--- src/rtl/ifetch_line_buffer_if.sv ---
// Line-fill memory port of the instruction fetch buffer: request handshake plus burst response.
interface ifetch_line_buffer_if;
    logic        MemReqValid;
    logic [31:0] MemReqAddr;
    logic        MemReqReady;
    logic        MemRespValid;
    logic [31:0] MemRespData;

    modport master (
        output MemReqValid,
        output MemReqAddr,
        input  MemReqReady,
        input  MemRespValid,
        input  MemRespData
    );

    modport slave (
        input  MemReqValid,
        input  MemReqAddr,
        output MemReqReady,
        output MemRespValid,
        output MemRespData
    );
endinterface

--- src/rtl/ifetch_line_buffer.sv ---
// Single-line instruction fetch buffer; stalls the IF stage and refills a whole line on a miss.
// Optional feature macro IFETCH_CRITICAL_WORD_EN: hits on already-arrived words while a fill streams in.
module ifetch_line_buffer #(
    parameter int LINE_WORDS = 4
) (
    input  logic                        Clk,
    input  logic                        Reset,
    input  logic [31:0]                 PC,
    input  logic                        Invalidate,
    output logic [31:0]                 Instr,
    output logic                        Stall,
    ifetch_line_buffer_if.master        mem
);
    localparam int OFF_W = $clog2(LINE_WORDS);
    localparam int TAG_W = 30 - OFF_W;
    localparam logic [OFF_W-1:0] LAST_OFF = OFF_W'(LINE_WORDS - 1);

    typedef enum logic [1:0] {IDLE, REQ, FILL} state_t;

    state_t                 state_reg;
    logic                   line_valid_reg;
    logic                   poison_reg;
    logic                   req_valid_reg;
    logic [TAG_W-1:0]       tag_reg;
    logic [LINE_WORDS-1:0]  word_valid_reg;
    logic [OFF_W-1:0]       count_reg;
    logic [31:0]            req_addr_reg;
    logic [31:0]            data_reg [LINE_WORDS];

    logic [TAG_W-1:0]       pc_tag;
    logic [OFF_W-1:0]       pc_off;
    logic                   tag_match;
    logic                   hit;
    logic                   resp_fire;
    logic                   unused_pc_bits;

    assign pc_tag         = PC[31:OFF_W+2];
    assign pc_off         = PC[OFF_W+1:2];
    assign unused_pc_bits = &{1'b0, PC[1:0]};
    assign tag_match      = (tag_reg == pc_tag);

`ifdef IFETCH_CRITICAL_WORD_EN
    // During an unpoisoned fill, individual arrived words are already usable.
    assign hit = tag_match & word_valid_reg[pc_off] &
                 (line_valid_reg | ((state_reg == FILL) & ~poison_reg));
`else
    assign hit = line_valid_reg & tag_match & word_valid_reg[pc_off];
`endif

    assign Stall           = ~hit;
    assign Instr           = data_reg[pc_off];
    assign mem.MemReqValid = req_valid_reg;
    assign mem.MemReqAddr  = req_addr_reg;
    assign resp_fire       = (state_reg == FILL) & mem.MemRespValid;

    always_ff @(posedge Clk) begin
        if (Reset) begin
            for (int i = 0; i < LINE_WORDS; i++) begin
                data_reg[i] <= '0;
            end
        end else if (resp_fire) begin
            data_reg[count_reg] <= mem.MemRespData;
        end
    end

    always_ff @(posedge Clk) begin
        if (Reset) begin
            state_reg      <= IDLE;
            line_valid_reg <= 1'b0;
            word_valid_reg <= '0;
            poison_reg     <= 1'b0;
            count_reg      <= '0;
            req_valid_reg  <= 1'b0;
            req_addr_reg   <= '0;
            tag_reg        <= '0;
        end else begin
            case (state_reg)
                IDLE: begin
                    if (Invalidate) begin
                        line_valid_reg <= 1'b0;
                        word_valid_reg <= '0;
                    end
                    if (!hit) begin
                        req_addr_reg   <= {pc_tag, {(OFF_W + 2){1'b0}}};
                        tag_reg        <= pc_tag;
                        line_valid_reg <= 1'b0;
                        word_valid_reg <= '0;
                        count_reg      <= '0;
                        req_valid_reg  <= 1'b1;
                        state_reg      <= REQ;
                    end
                end
                REQ: begin
                    if (Invalidate) begin
                        poison_reg <= 1'b1;
                    end
                    if (mem.MemReqReady) begin
                        req_valid_reg <= 1'b0;
                        state_reg     <= FILL;
                    end
                end
                FILL: begin
                    if (Invalidate) begin
                        poison_reg <= 1'b1;
                    end
                    if (mem.MemRespValid) begin
                        word_valid_reg[count_reg] <= 1'b1;
                        count_reg                 <= count_reg + OFF_W'(1);
                        if (count_reg == LAST_OFF) begin
                            // Later assignments override the per-word set and poison set above.
                            state_reg  <= IDLE;
                            poison_reg <= 1'b0;
                            if (poison_reg || Invalidate) begin
                                line_valid_reg <= 1'b0;
                                word_valid_reg <= '0;
                            end else begin
                                line_valid_reg <= 1'b1;
                            end
                        end
                    end
                end
                default: begin
                    state_reg <= IDLE;
                end
            endcase
        end
    end
endmodule

--- src/flat_wrapper.sv ---
// flat-port wrapper written by rule: the top's interface ports become plain ports
module ifetch_line_buffer_flat 
#(
    parameter int LINE_WORDS = 4
)
  (Clk, Reset, PC, Invalidate, Instr, Stall, mem_MemReqValid, mem_MemReqAddr, mem_MemReqReady, mem_MemRespValid, mem_MemRespData);
  ifetch_line_buffer_if mem_i ();
  input  logic Clk;
  input  logic Reset;
  input  logic [31:0] PC;
  input  logic Invalidate;
  output logic [31:0] Instr;
  output logic Stall;
  output wire logic [$bits(mem_i.MemReqValid)-1:0] mem_MemReqValid;
  output wire logic [$bits(mem_i.MemReqAddr)-1:0] mem_MemReqAddr;
  input wire logic [$bits(mem_i.MemReqReady)-1:0] mem_MemReqReady;
  input wire logic [$bits(mem_i.MemRespValid)-1:0] mem_MemRespValid;
  input wire logic [$bits(mem_i.MemRespData)-1:0] mem_MemRespData;
  assign mem_MemReqValid = mem_i.MemReqValid;
  assign mem_MemReqAddr = mem_i.MemReqAddr;
  assign mem_i.MemReqReady = mem_MemReqReady;
  assign mem_i.MemRespValid = mem_MemRespValid;
  assign mem_i.MemRespData = mem_MemRespData;
  ifetch_line_buffer #(.LINE_WORDS(LINE_WORDS)) u_core (.Clk(Clk), .Reset(Reset), .PC(PC), .Invalidate(Invalidate), .Instr(Instr), .Stall(Stall), .mem(mem_i));
endmodule
--- config.mk ---
export PLATFORM = sky130hd
export DESIGN_NAME = ifetch_line_buffer_flat
export DESIGN_NICKNAME = d
export VERILOG_FILES = /design/src/rtl/ifetch_line_buffer_if.sv /design/src/rtl/ifetch_line_buffer.sv /design/src/flat_wrapper.sv
export SDC_FILE = /design/constraint.sdc
export NUM_CORES = 1
export LEC_CHECK = 0
export CORE_MARGIN = 2
export CORE_UTILIZATION = 50
export DETAILED_ROUTE_END_ITERATION = 8
export PLACE_DENSITY = 0.81
export SLEW_MARGIN = 20
export SYNTH_ARGS = -nofsm -noshare
export SYNTH_HDL_FRONTEND = slang
export SYNTH_SLANG_ARGS = --single-unit
--- constraint.sdc ---
create_clock -name Clk -period 5.6 [get_ports Clk]
set_input_delay 1.68 -clock Clk [delete_from_list [all_inputs] [get_ports Clk]]
set_output_delay 1.68 -clock Clk [all_outputs]
set_load 0.01 [all_outputs]
# Word-level counts from Yosys, hierarchy flattened
# Memory sizes are Yosys's and may differ from the RTL's.
# Index checks and enable logic that the tools add are counted.
[word_totals]
ff_bits = 39
word_cells = 78
in_bits = 69
out_inout_bits = 66
mem_bits_rw = 128
mem_count = 1
[mem_list]
columns = ["memory", "depth", "word_bits", "read_ports", "rd_ports_with_merged_regs", "write_ports", "line", "text"]
rows = [
  ["u_core.data_reg", 4, 32, 1, 0, 4, "ifetch_line_buffer.sv:28", "logic [31:0] data_reg [LINE_WORDS];"],
]
[op_classes]
magnitude_cmp = 3
add_sub_neg = 1
n_eq_ne = 9
n_reduce_logical = 13
n_bitwise = 5
mux = 39
[op_table]
columns = ["operator", "n"]
rows = [
  ["2-to-1 mux 32 bit", 1],
  ["OR reduction 32 bit", 1],
  ["equality test 28 bit", 1],
  ["2-to-1 mux 4 bit", 5],
  ["2-to-1 mux 1 bit", 18],
  ["2-to-1 mux 2 bit", 7],
  ["AND reduction 3 bit", 3],
  ["inequality test 2 bit (second input constant)", 4],
  ["one-hot mux 4 bit (2 select lines)", 1],
  ["AND reduction 4 bit", 2],
  ["< comparator 2 x 3 -> 1 bit (second input constant)", 2],
  ["one-hot mux 1 bit (2 select lines)", 3],
  ["one-hot mux 2 bit (3 select lines)", 1],
  ["nonzero test 2 bit", 3],
  ["equality test 2 bit (second input constant)", 2],
  ["bitwise OR 4 bit", 1],
  ["one-hot mux 2 bit (2 select lines)", 1],
  ["AND 1 bit", 3],
  ["inequality test 3 bit (second input constant)", 1],
  ["adder 2 x 1 -> 2 bit (second input constant)", 1],
  ["binary-select mux 1 bit (select 2 bit)", 1],
  ["demux 1 bit (select 2 bit)", 1],
  ["equality test 2 x 1 -> 1 bit (second input constant)", 1],
  [">= comparator 2 x 1 -> 1 bit (second input constant)", 1],
  ["5 further kinds", 5],
]

# Logic depth before layout (Yosys ltp)
# Gate-level depths: netlist (run 1).
[depth]
depth_word = 9
ltp_mapped = 9
depth_no_buf = 8

# Least setup slack after synthesis (run 1)
# Ideal clock, no wire load.
[synth_timing]
kind = "input port to flip-flop"
start = "in mem_MemRespValid"
end = "mem u_core.data_reg[3][0] (enable)"
required_time_ns = 5.130
stages = 2
setup_time_ns = 0.470
arrival_ns = 4.238
path_buffers = 0
slack_ns = 0.892
path_cell_list = "nand2_1 > o31ai_1"
[synth_lines]
columns = ["item", "line", "text"]
rows = [
  ["start, declared", "flat_wrapper.sv:17", "input wire logic [$bits(mem_i.MemRespValid)-1:0] mem_MemRespValid;"],
  ["end, declared", "ifetch_line_buffer.sv:28", ""],
]

# Final worst setup path (run 1)
[layout_timing]
start = "in PC[23]"
end = "out Stall"
[layout_between]
elab_chain_cells = 4
[layout_lines]
columns = ["item", "line", "text"]
rows = [
  ["start, declared", "flat_wrapper.sv:10", "input logic [31:0] PC;"],
  ["equality test 28 bit", "ifetch_line_buffer.sv:40", "assign tag_match = (tag_reg == pc_tag);"],
  ["AND 1 bit (2 in a row)", "ifetch_line_buffer.sv:47", "assign hit = line_valid_reg & tag_match & word_valid_reg[pc_off];"],
  ["inverter 1 bit (no source line)", "n/a", ""],
  ["end, declared", "flat_wrapper.sv:13", "output logic Stall;"],
]
# Every way passes these cells.

==> run_results.csv, run 1 <==
group,metric,value,unit
sta,setup_viol,0,
layout,drive_gt1_frac,0.1380,
clock_network,clockBufferDepth,2,
logic_synthesis,yosys_warnings,0,
sta,fmax,187.8,MHz
sta,worstMarginPinSlew,0.9435,ns
hold_path,hold_end,"u_core.state_reg[1]$_SDFFE_PP0P_",
clock_network,numCtsBuffers,17,
drt,wirelength,16.38,mm
outcome,status,"completed",
sta,period_minus_slack,5.325,ns
clock_network,clock-sinks,167,
sta,hold_viol_final,0,
sta,whs,0.5090,ns
place,numPlacedInstances,833,
place,port_buffers,128,
sta,drv_slew,0,
floorplanning,row_count,44,
setup_path,worst-r2r-cell-count,6,
sta,fin_crit_sh,0.9510,
logic_synthesis,synth_cell_types,44,
grt,grt_pass1_vias,4960,
layout,finalNonFillerCells,866,
setup_path,cp-end-kind,"output port",
logic_synthesis,syn-cell-area,7569,um^2
setup_path,cp_slowest_cell,"clkdlybuf4s50_1",
sta,slew_headroom,0.3710,
drt,first_iter_violations,320,
clock_network,clk_latency,0.43,ns
clock_network,cts_tree,"done",
clock_network,clkSlewWorstSetupHoldPaths,0.06,ns
power_and_ir_drop,irDropWorstVdd,0.2600,mV
sta,fin_setup_tns,0,ns
drt,wl_per_cell,18.91,um
power_and_ir_drop,power_density,362.4,nW/um^2
power_and_ir_drop,fin_total_pwr,0.003512,W
drt,drc,0,
logic_synthesis,syn-instance-count,537,
clock_network,cts_root_buffer,"clkbuf_16",
logic_synthesis,synth.avg_cell_area,14.09,um^2
clock_network,cts_setup_buffers,0,
setup_path,path_class,"in -> out",
drt,viasPerCell,5.375,
layout,largest_reg_flops,128,
clock_network,htreeDepth,4,
layout,areaGrowthSynthToFinish,28.04,%
logic_synthesis,synth_edf_count,128,
floorplanning,ios,135,
floorplanning,die_width,127.0,um
logic_synthesis,ys.flop_type,"edfxtp_1",
hold_path,min_path_type,"reg -> reg",
setup_path,worst-path-max-fanout,3,
setup_path,cp.arrival,3.65,ns
setup_path,crit_chain,"clkdlybuf4s50_1 -> xor2_1 -> a221o_1 -> nor4_4 -> nand3_1 -> clkdlybuf4s50_1",
drt,first_pass_iters,5,
logic_synthesis,async_flop_share,0,
setup_path,critical_path_required,3.92,ns
layout,register_area,4624,um^2
layout,finalNetCount,744,
logic_synthesis,yosys_register_bits,167,
setup_path,crit_path_frequent_cell,"clkdlybuf4s50_1",
grt,grt_overflow,0,
place,place_hpwl,10.31,mm
setup_path,cpPeakStageDelay,0.54,ns
floorplanning,die_area,16140,um^2
grt,grt_first_pass_wirelength,26.02,mm
grt,grtUsageTotal,0.2134,
setup_path,rr_endpoint,"u_core.data_reg[2][11]$_SDFFCE_PN0P_",
layout,fin_area,9691,um^2
setup_path,regToRegSetupSlack,3.02,ns
floorplanning,die-height,127.0,um
logic_synthesis,synthTopCellsByArea,"edfxtp_1 (51%), and2_1 (11%), dfxtp_1 (10%)",
sta,rsz0062_at_grt,"false",
clock_network,cts_resized,0,
clock_network,ctsHoldBuffers,0,
power_and_ir_drop,leakagePower,3.671,nW
drt,vias,4655,
grt,grt_max_degree,39,
place,globalplace.congestion,0.7829,
drt,ant_nets,0,
floorplanning,start_util,0.5168,
hold_path,min-delay-start,"u_core.state_reg[1]$_SDFFE_PP0P_",
place,placed_area,9079,um^2
logic_synthesis,synth_top_area_frac,0.5079,
floorplanning,design.core.area,14640,um^2
logic_synthesis,yosysSeqAreaShare,0.6110,
setup_path,worstReg2RegStart,"u_core.state_reg[0]$_SDFFE_PP0P_",
flow_run,max-cap-violations,0,
sta,fin_skew,0.01172,ns
layout,fillers,1054,
layout,multi_input_area,2798,um^2
hold_path,holdPathStages,2,
setup_path,startpoint_type,"input pin",
grt,antenna_found_initial,1,
logic_synthesis,synth_area_leader_cell,"edfxtp_1",
## critical path: cells and delay by family
family                    cells  cell delay [ns]
and+or+nand+nor               2             0.54
xor gates and xnor gates      1             0.16
buffers and inverters         2             0.97
AOI/OAI and AO/OA             1             0.30
## power by group
group          internal (W)  leakage [nW]  total [W]  switching (W)
Combinational      0.000407          1.72   0.000784       0.000377
Clock              0.000719         0.302    0.00120       0.000483
Sequential          0.00145          1.64    0.00153      0.0000715
## cells in the mapped netlist, drive strengths merged, types with 4 or more instances
master,count
and2,129
buf,11
clkbuf,20
dfxtp,39
edfxtp,128
ha,7
inv,13
mux2i,32
mux4,33
nand2,12
nand3,6
nand4,6
nor2,34
nor3,4
o21ai,4
xnor2,24
## per-layer routing
layer	vias up	share of wire	track usage
met1	2319	0.40	0.2622
met4	0	0.011	0.08016
met5	-	0	0
met2	132	0.53	0.3729
li1	2192	-	-
met3	12	0.054	0.04606
## area by class of cell
| cell class | count | share of cell area |
|---|---|---|
| flip-flops and latches | 167 | 0.4772 |
| multi-input cells | 328 | 0.2887 |
| repair buffers | 140 | 0.1418 |
| clock buffers | 19 | 0.04571 |
| well taps | 184 | 0.02376 |
| clock inverters | 13 | 0.01717 |
| inverters | 14 | 0.005423 |
| diodes | 1 | 0.0002582 |
## cell usage in the layout, fill, tap and decap left out, types with 2 or more instances in the layout
cell type / n
nor3_2: 3
bufinv_16: 3
nand2_1: 12
clkdlybuf4s50_1: 126
mux2i_1: 32
ha_1: 7
inv_6: 4
buf_2: 2
nand2b_1: 2
nand3_1: 6
mux4_2: 33
clkinv_2: 3
xnor2_1: 24
a31o_2: 3
and2_1: 129
o2bb2ai_1: 3
o21ai_0: 4
buf_4: 11
a21oi_1: 3
or2_2: 3
nor2_1: 33
clkbuf_16: 17
nand4_1: 5
dfxtp_1: 39
inv_1: 13
a31oi_1: 2
clkinv_4: 3
edfxtp_1: 128
conb_1: 4
## cell families after synthesis
logic type,synth area share
buffers and inverters,0.02695
flip-flops,0.6110
multiplexers,0.1405
AND/OR/NAND/NOR,0.1562
adder cells (fa/ha/maj),0.01157
AO/OA/AOI/OAI,0.02430
XOR/XNOR,0.02893
other,0.0004955
## through the flow
stage	setup slack (ns)	util
2_1_floorplan	0.8917	-
3_3_place_gp	0.2968	0.6200
3_5_place_dp	0.2767	0.6200
4_1_cts	0.2678	0.6616
5_1_grt	0.1916	0.6616
6_report	0.2746	0.6617
## how the worst max path moves through the flow
stage	slack, ns	from	cells after the start	end
after floorplan	0.89	mem_MemRespValid	2	u_core.data_reg[3][0]$_DFFE_PP_
after global placement	0.30	PC[23]	6	Stall
after detailed placement	0.28	PC[23]	6	Stall
after CTS	0.27	PC[23]	6	Stall
after global routing	0.19	PC[23]	6	Stall
final	0.27	PC[23]	6	Stall
No activity file was read; power rests on OpenSTA's default activity.
==> inputs of run 2 (changes only) <==
Settings changed: ABC_AREA from default to 1.
==> run 2 against run 1 <==
  * Synthesized cell count is 67% higher
  * Clock skew down 0.0043 ns
  * Non-clock buffer count rose by 4
==> run_results.csv, run 2 <==
group,metric,value,unit
outcome,status,"completed",
floorplanning,die-height,130.0,um
drt,drc,0,
logic_synthesis,synth_edf_count,128,
clock_network,ctsHoldBuffers,0,
layout,fillers,1285,
sta,period_minus_slack,5.352,ns
drt,ant_nets,0,
power_and_ir_drop,power_density,307.3,nW/um^2
grt,grt_max_degree,55,
place,port_buffers,128,
logic_synthesis,synth.avg_cell_area,8.850,um^2
sta,drv_slew,0,
setup_path,cp_slowest_cell,"clkdlybuf4s50_1",
logic_synthesis,async_flop_share,0,
grt,grt_pass1_vias,6079,
layout,largest_reg_flops,128,
logic_synthesis,post-synth-top-count-cell,"nor2_1",
grt,use_met3,0.04633,
clock_network,numCtsBuffers,17,
floorplanning,design.core.area,15710,um^2
layout,areaGrowthSynthToFinish,25.58,%
setup_path,cp.arrival,3.67,ns
logic_synthesis,synth_cell_types,33,
setup_path,crit_end,"Stall",
clock_network,cts_setup_buffers,0,
setup_path,worstReg2RegStart,"u_core.state_reg[0]$_SDFFE_PP0P_",
grt,use_met2,0.3840,
setup_path,startpoint,"PC[16]",
logic_synthesis,synth_top_area_frac,0.4842,
grt,top_usage_layer,"met2",
clock_network,clkSlewWorstSetupHoldPaths,0.06,ns
clock_network,cts_resized,0,
setup_path,startpoint_type,"input pin",
setup_path,crit_chain,"clkdlybuf4s50_1 -> xnor2_1 -> nand3_1 -> nor2_1 -> nand4_1 -> nor3_1 -> nand4_1 -> clkdlybuf4s50_1",
drt,vias,6522,
place,place_hpwl,12.05,mm
setup_path,cp-end-kind,"output port",
floorplanning,row_count,46,
floorplanning,die_width,130.0,um
place,numPlacedInstances,1214,
setup_path,worst-path-max-fanout,2,
floorplanning,ios,135,
power_and_ir_drop,leakagePower,4.078,nW
logic_synthesis,syn-instance-count,897,
sta,rsz0062_at_grt,"false",
layout,layout_commonest_cell,"nor2_1",
sta,hold_viol_final,0,
sta,slew_headroom,0.5334,
power_and_ir_drop,irDropWorstVdd,0.2236,mV
sta,fin_setup_tns,0,ns
grt,antenna_found_initial,0,
sta,setup_viol,0,
logic_synthesis,ys.flop_type,"edfxtp_1",
setup_path,rr_endpoint,"u_core.data_reg[0][30]$_SDFFCE_PN0P_",
grt,grt_overflow,0,
drt,wirelength,19.32,mm
floorplanning,die_area,16900,um^2
hold_path,min_path_type,"reg -> reg",
setup_path,critical_path_required,3.92,ns
layout,finalNonFillerCells,1246,
clock_network,clk_latency,0.43,ns
logic_synthesis,syn-cell-area,7939,um^2
layout,drive_gt1_frac,0.07670,
setup_path,regToRegSetupSlack,2.76,ns
clock_network,cts_root_buffer,"clkbuf_16",
hold_path,holdPathStages,2,
setup_path,path_class,"in -> out",
layout,finalNetCount,1093,
grt,grtUsageTotal,0.2305,
floorplanning,start_util,0.5053,
sta,fin_skew,0.007394,ns
sta,fmax,186.8,MHz
layout,final_core_utilization,0.6345,
clock_network,cts_tree,"done",
grt,grt.met1_usage,0.3035,
drt,wl_per_cell,15.51,um
layout,diodes,0,
drt,viasPerCell,5.234,
logic_synthesis,synthTopCellsByArea,"edfxtp_1 (48%), nor2_1 (11%), dfxtp_1 (9.8%)",
setup_path,worst-r2r-cell-count,10,
place,globalplace.congestion,0.8683,
logic_synthesis,yosysSeqAreaShare,0.5825,
layout,final_cell_mix,"nor2_1 (237), edfxtp_1 (128), clkdlybuf4s50_1 (127)",
logic_synthesis,yosys_warnings,0,
clock_network,clock-sinks,167,
logic_synthesis,yosys_register_bits,167,
logic_synthesis,yosys-top-cells-count,"nor2_1 (237), edfxtp_1 (128), nand2_1 (116), inv_1 (96), o21ai_0 (69)",
clock_network,htreeDepth,4,
grt,grt_first_pass_wirelength,29.78,mm
flow_run,max-cap-violations,0,
sta,worstMarginPinSlew,0.7000,ns
drt,first_iter_violations,536,
clock_network,clockBufferDepth,2,
logic_synthesis,synth_area_leader_cell,"edfxtp_1",
drt,first_pass_iters,5,
sta,fin_crit_sh,0.9558,
setup_path,cpPeakStageDelay,0.51,ns
## run 2: metrics by stage
step	instance area (um^2)	hold WS, ns	worst slack (ns)	total power, W
after global placement	9438	0.4580	0.2724	0.002010
final	9970	0.4735	0.2475	0.003064
after global routing	9970	0.4988	0.1672	0.003184
after detailed placement	9438	0.4649	0.3170	0.002021
after CTS	9970	0.4732	0.3048	0.003076
after floorplan	7950	0.4509	0.9169	0.001790
## run 2: cell type report
class / count / area, um^2 / area share
sequential: 167 / 4624 / 0.4639
clock inverter: 12 / 95.09 / 0.009538
tap: 216 / 270.3 / 0.02711
multi-input combinational: 580 / 2720 / 0.2728
clock buffer: 20 / 436.7 / 0.04380
inverter: 107 / 401.6 / 0.04029
timing repair buffer: 144 / 1421 / 0.1426
## run 2: where the power goes
group	leakage [nW]	total, W	internal (W)	switching [W]
Combinational	2.18	0.000546	0.000236	0.000310
Sequential	1.65	0.00145	0.00141	0.0000458
Clock	0.249	0.00106	0.000573	0.000492
Total	4.08	0.00306	0.00222	0.000847
## run 2: metal layers
metal / up-vias / share of wire
met2: 219 / 0.48
met5: - / 0
met4: 0 / 0.021
li1: 3206 / -
met3: 32 / 0.058
met1: 3065 / 0.44
## run 2: how the worst min path moves through the flow
stage          slack, ns                                to                              from
3_5_place_dp        0.46    u_core.tag_reg[9]$_SDFFE_PP0P_    u_core.tag_reg[9]$_SDFFE_PP0P_
2_1_floorplan       0.45  u_core.state_reg[1]$_SDFFE_PP0P_  u_core.state_reg[1]$_SDFFE_PP0P_
3_3_place_gp        0.46    u_core.tag_reg[7]$_SDFFE_PP0P_    u_core.tag_reg[7]$_SDFFE_PP0P_
4_1_cts             0.47    u_core.tag_reg[9]$_SDFFE_PP0P_    u_core.tag_reg[9]$_SDFFE_PP0P_
5_1_grt             0.50    u_core.tag_reg[9]$_SDFFE_PP0P_    u_core.tag_reg[9]$_SDFFE_PP0P_
6_report            0.47    u_core.tag_reg[9]$_SDFFE_PP0P_    u_core.tag_reg[9]$_SDFFE_PP0P_
## run 2: worst max-delay path: cells and delay by family
| family | cells | cell delay, ns |
|---|---|---|
| xor+xnor | 1 | 0.31 |
| simple gates | 5 | 0.74 |
| buf+inv | 2 | 0.94 |
## run 2: cell families after synthesis
kind of cell,Yosys count,synth area share
and+or+nand+nor,387,0.1929
AOI/OAI and AO/OA,176,0.1284
DFF,167,0.5825
buffers and inverters,153,0.07801
adders and majority gates,7,0.01103
xor gates and xnor gates,6,0.006619
other,1,0.0004724
==> inputs of run 3 (changes only) <==
Settings changed: CTS_BUF_LIST from default to sky130_fd_sc_hd__clkbuf_8 sky130_fd_sc_hd__clkbuf_16.
==> run 3 against run 2 <==
  * Power shrank 0.11%
  * Register-to-register slack is essentially flat
  * Core utilization is the same
  * Cell count is the same
  * Sequential power is essentially flat
  * Critical path depth is the same
  * Clock power is essentially flat
  * Non-clock buffer count is the same
  * Global-route usage is the same
  * Worst setup slack lost 0.011 ns
  * Critical path type unchanged
  * Critical endpoint unchanged
  * Highest routed layer unchanged
==> run_results.csv, run 3 (synthesis gave the netlist of run 2 again) <==
group,metric,value,unit
sta,period_minus_slack,5.363,ns
place,dp_slack,0.3170,ns
power_and_ir_drop,leakagePower,4.091,nW
sta,fin_crit_sh,0.9578,
hold_path,min_path_type,"reg -> reg",
grt,grt_pass1_vias,6079,
floorplanning,die-height,130.0,um
drt,ant_nets,0,
layout,drive_gt1_frac,0.07670,
layout,finalNetCount,1093,
clock_network,cts_root_buffer,"clkbuf_16",
sta,slew_headroom,0.5360,
clock_network,clockBufferDepth,2,
floorplanning,ios,135,
drt,viasPerCell,5.241,
place,globalplace.congestion,0.8683,
drt,wirelength,19.39,mm
sta,drv_slew,0,
layout,layout_commonest_cell,"nor2_1",
sta,fmax,186.4,MHz
clock_network,cts_resized,0,
layout,largest_reg_flops,128,
power_and_ir_drop,power_density,307.0,nW/um^2
grt,grt_overflow,0,
grt,grt_first_pass_wirelength,29.78,mm
drt,drc,0,
clock_network,ctsHoldBuffers,0,
sta,worstMarginPinSlew,0.6960,ns
outcome,status,"completed",
layout,areaGrowthSynthToFinish,25.58,%
drt,vias,6530,
floorplanning,die_width,130.0,um
sta,setup_viol,0,
sta,fin_skew,0.007672,ns
grt,antenna_found_initial,0,
grt,grtUsageTotal,0.2305,
setup_path,cp-end-kind,"output port",
drt,first_iter_violations,517,
sta,worst_slack,0.2366,ns
drt,wl_per_cell,15.56,um
drt,first_pass_iters,5,
floorplanning,start_util,0.5053,
setup_path,critical_path_required,3.92,ns
sta,hold_viol_final,0,
flow_run,max-cap-violations,0,
clock_network,htreeDepth,4,
setup_path,path_class,"in -> out",
layout,diodes,0,
sta,whs,0.4735,ns
sta,rsz0062_at_grt,"false",
clock_network,clk_latency,0.43,ns
place,place_hpwl,12.05,mm
place,port_buffers,128,
setup_path,cp.arrival,3.68,ns
clock_network,cts_setup_buffers,0,
clock_network,clock-sinks,167,
floorplanning,design.core.area,15710,um^2
sta,fin_setup_tns,0,ns
power_and_ir_drop,fin_total_pwr,0.003061,W
grt,grt_max_degree,55,
clock_network,clkSlewWorstSetupHoldPaths,0.06,ns
layout,final_cell_mix,"nor2_1 (237), edfxtp_1 (128), clkdlybuf4s50_1 (127)",
clock_network,numCtsBuffers,17,
setup_path,startpoint_type,"input pin",
floorplanning,row_count,46,
layout,fillers,1285,
clock_network,cts_tree,"done",
power_and_ir_drop,irDropWorstVdd,0.2244,mV
setup_path,worst-path-max-fanout,2,
floorplanning,die_area,16900,um^2
[run 3: cell types whose count changed in the layout (fill, tap and decap cells not counted), sizes merged]
cell    previous run  this run
clkbuf            20        17
inv              109       112
[run 3: critical path: stages]
cell	delay [ns]
clkdlybuf4s50_1	0.43
xnor2_1	0.31
nand3_1	0.11
nor2_1	0.16
nand4_1	0.10
nor3_1	0.21
nand4_1	0.16
clkdlybuf4s50_1	0.51
[run 3: metrics by stage]
step | cell area [um^2] | std cells | util
finish | 9970 | 1246 | 0.6345
global route | 9970 | 1246 | 0.6345
CTS | 9970 | 1246 | 0.6345
detailed placement | 9438 | 1214 | 0.6007
global placement | 9438 | 1214 | 0.6007
floorplan | 7950 | 900 | -
[run 3: path summary, 6_finish.rpt]
| kind | from | to | slack, ns | cells past startpoint |
|---|---|---|---|---|
| max reg2reg | u_core.state_reg[0]$_SDFFE_PP0P_ | u_core.data_reg[0][30]$_SDFFCE_PN0P_ | 2.76 | 10 |
| max | PC[16] | Stall | 0.24 | 8 |
| min | u_core.tag_reg[9]$_SDFFE_PP0P_ | u_core.tag_reg[9]$_SDFFE_PP0P_ | 0.47 | 2 |
| min reg2reg | u_core.tag_reg[9]$_SDFFE_PP0P_ | u_core.tag_reg[9]$_SDFFE_PP0P_ | 0.47 | 2 |
[run 3: layer usage]
metal / wire, um / vias to the layer above / GRT usage
li1: - / 3205 / -
met4: 410 / 0 / 0.07843
met3: 1095 / 32 / 0.04633
met5: 0 / - / 0
met1: 8478 / 3069 / 0.3035
met2: 9405 / 224 / 0.3840
[run 3: final cells by class]
type | count | area [um^2] | share of cell area
well taps | 216 | 270.3 | 0.02711
multi-input cells | 580 | 2720 | 0.2728
flip-flops and latches | 167 | 4624 | 0.4639
inverters | 107 | 401.6 | 0.04029
clock buffers | 17 | 425.4 | 0.04267
repair buffers | 144 | 1421 | 0.1426
clock inverters | 15 | 106.4 | 0.01067
[run 3: power breakdown]
| group | internal, W | total, W | switching (W) |
|---|---|---|---|
| clock | 0.000568 | 0.00106 | 0.000494 |
| sequential | 0.00141 | 0.00145 | 0.0000459 |
| combinational | 0.000236 | 0.000547 | 0.000310 |
| total | 0.00221 | 0.00306 | 0.000850 |
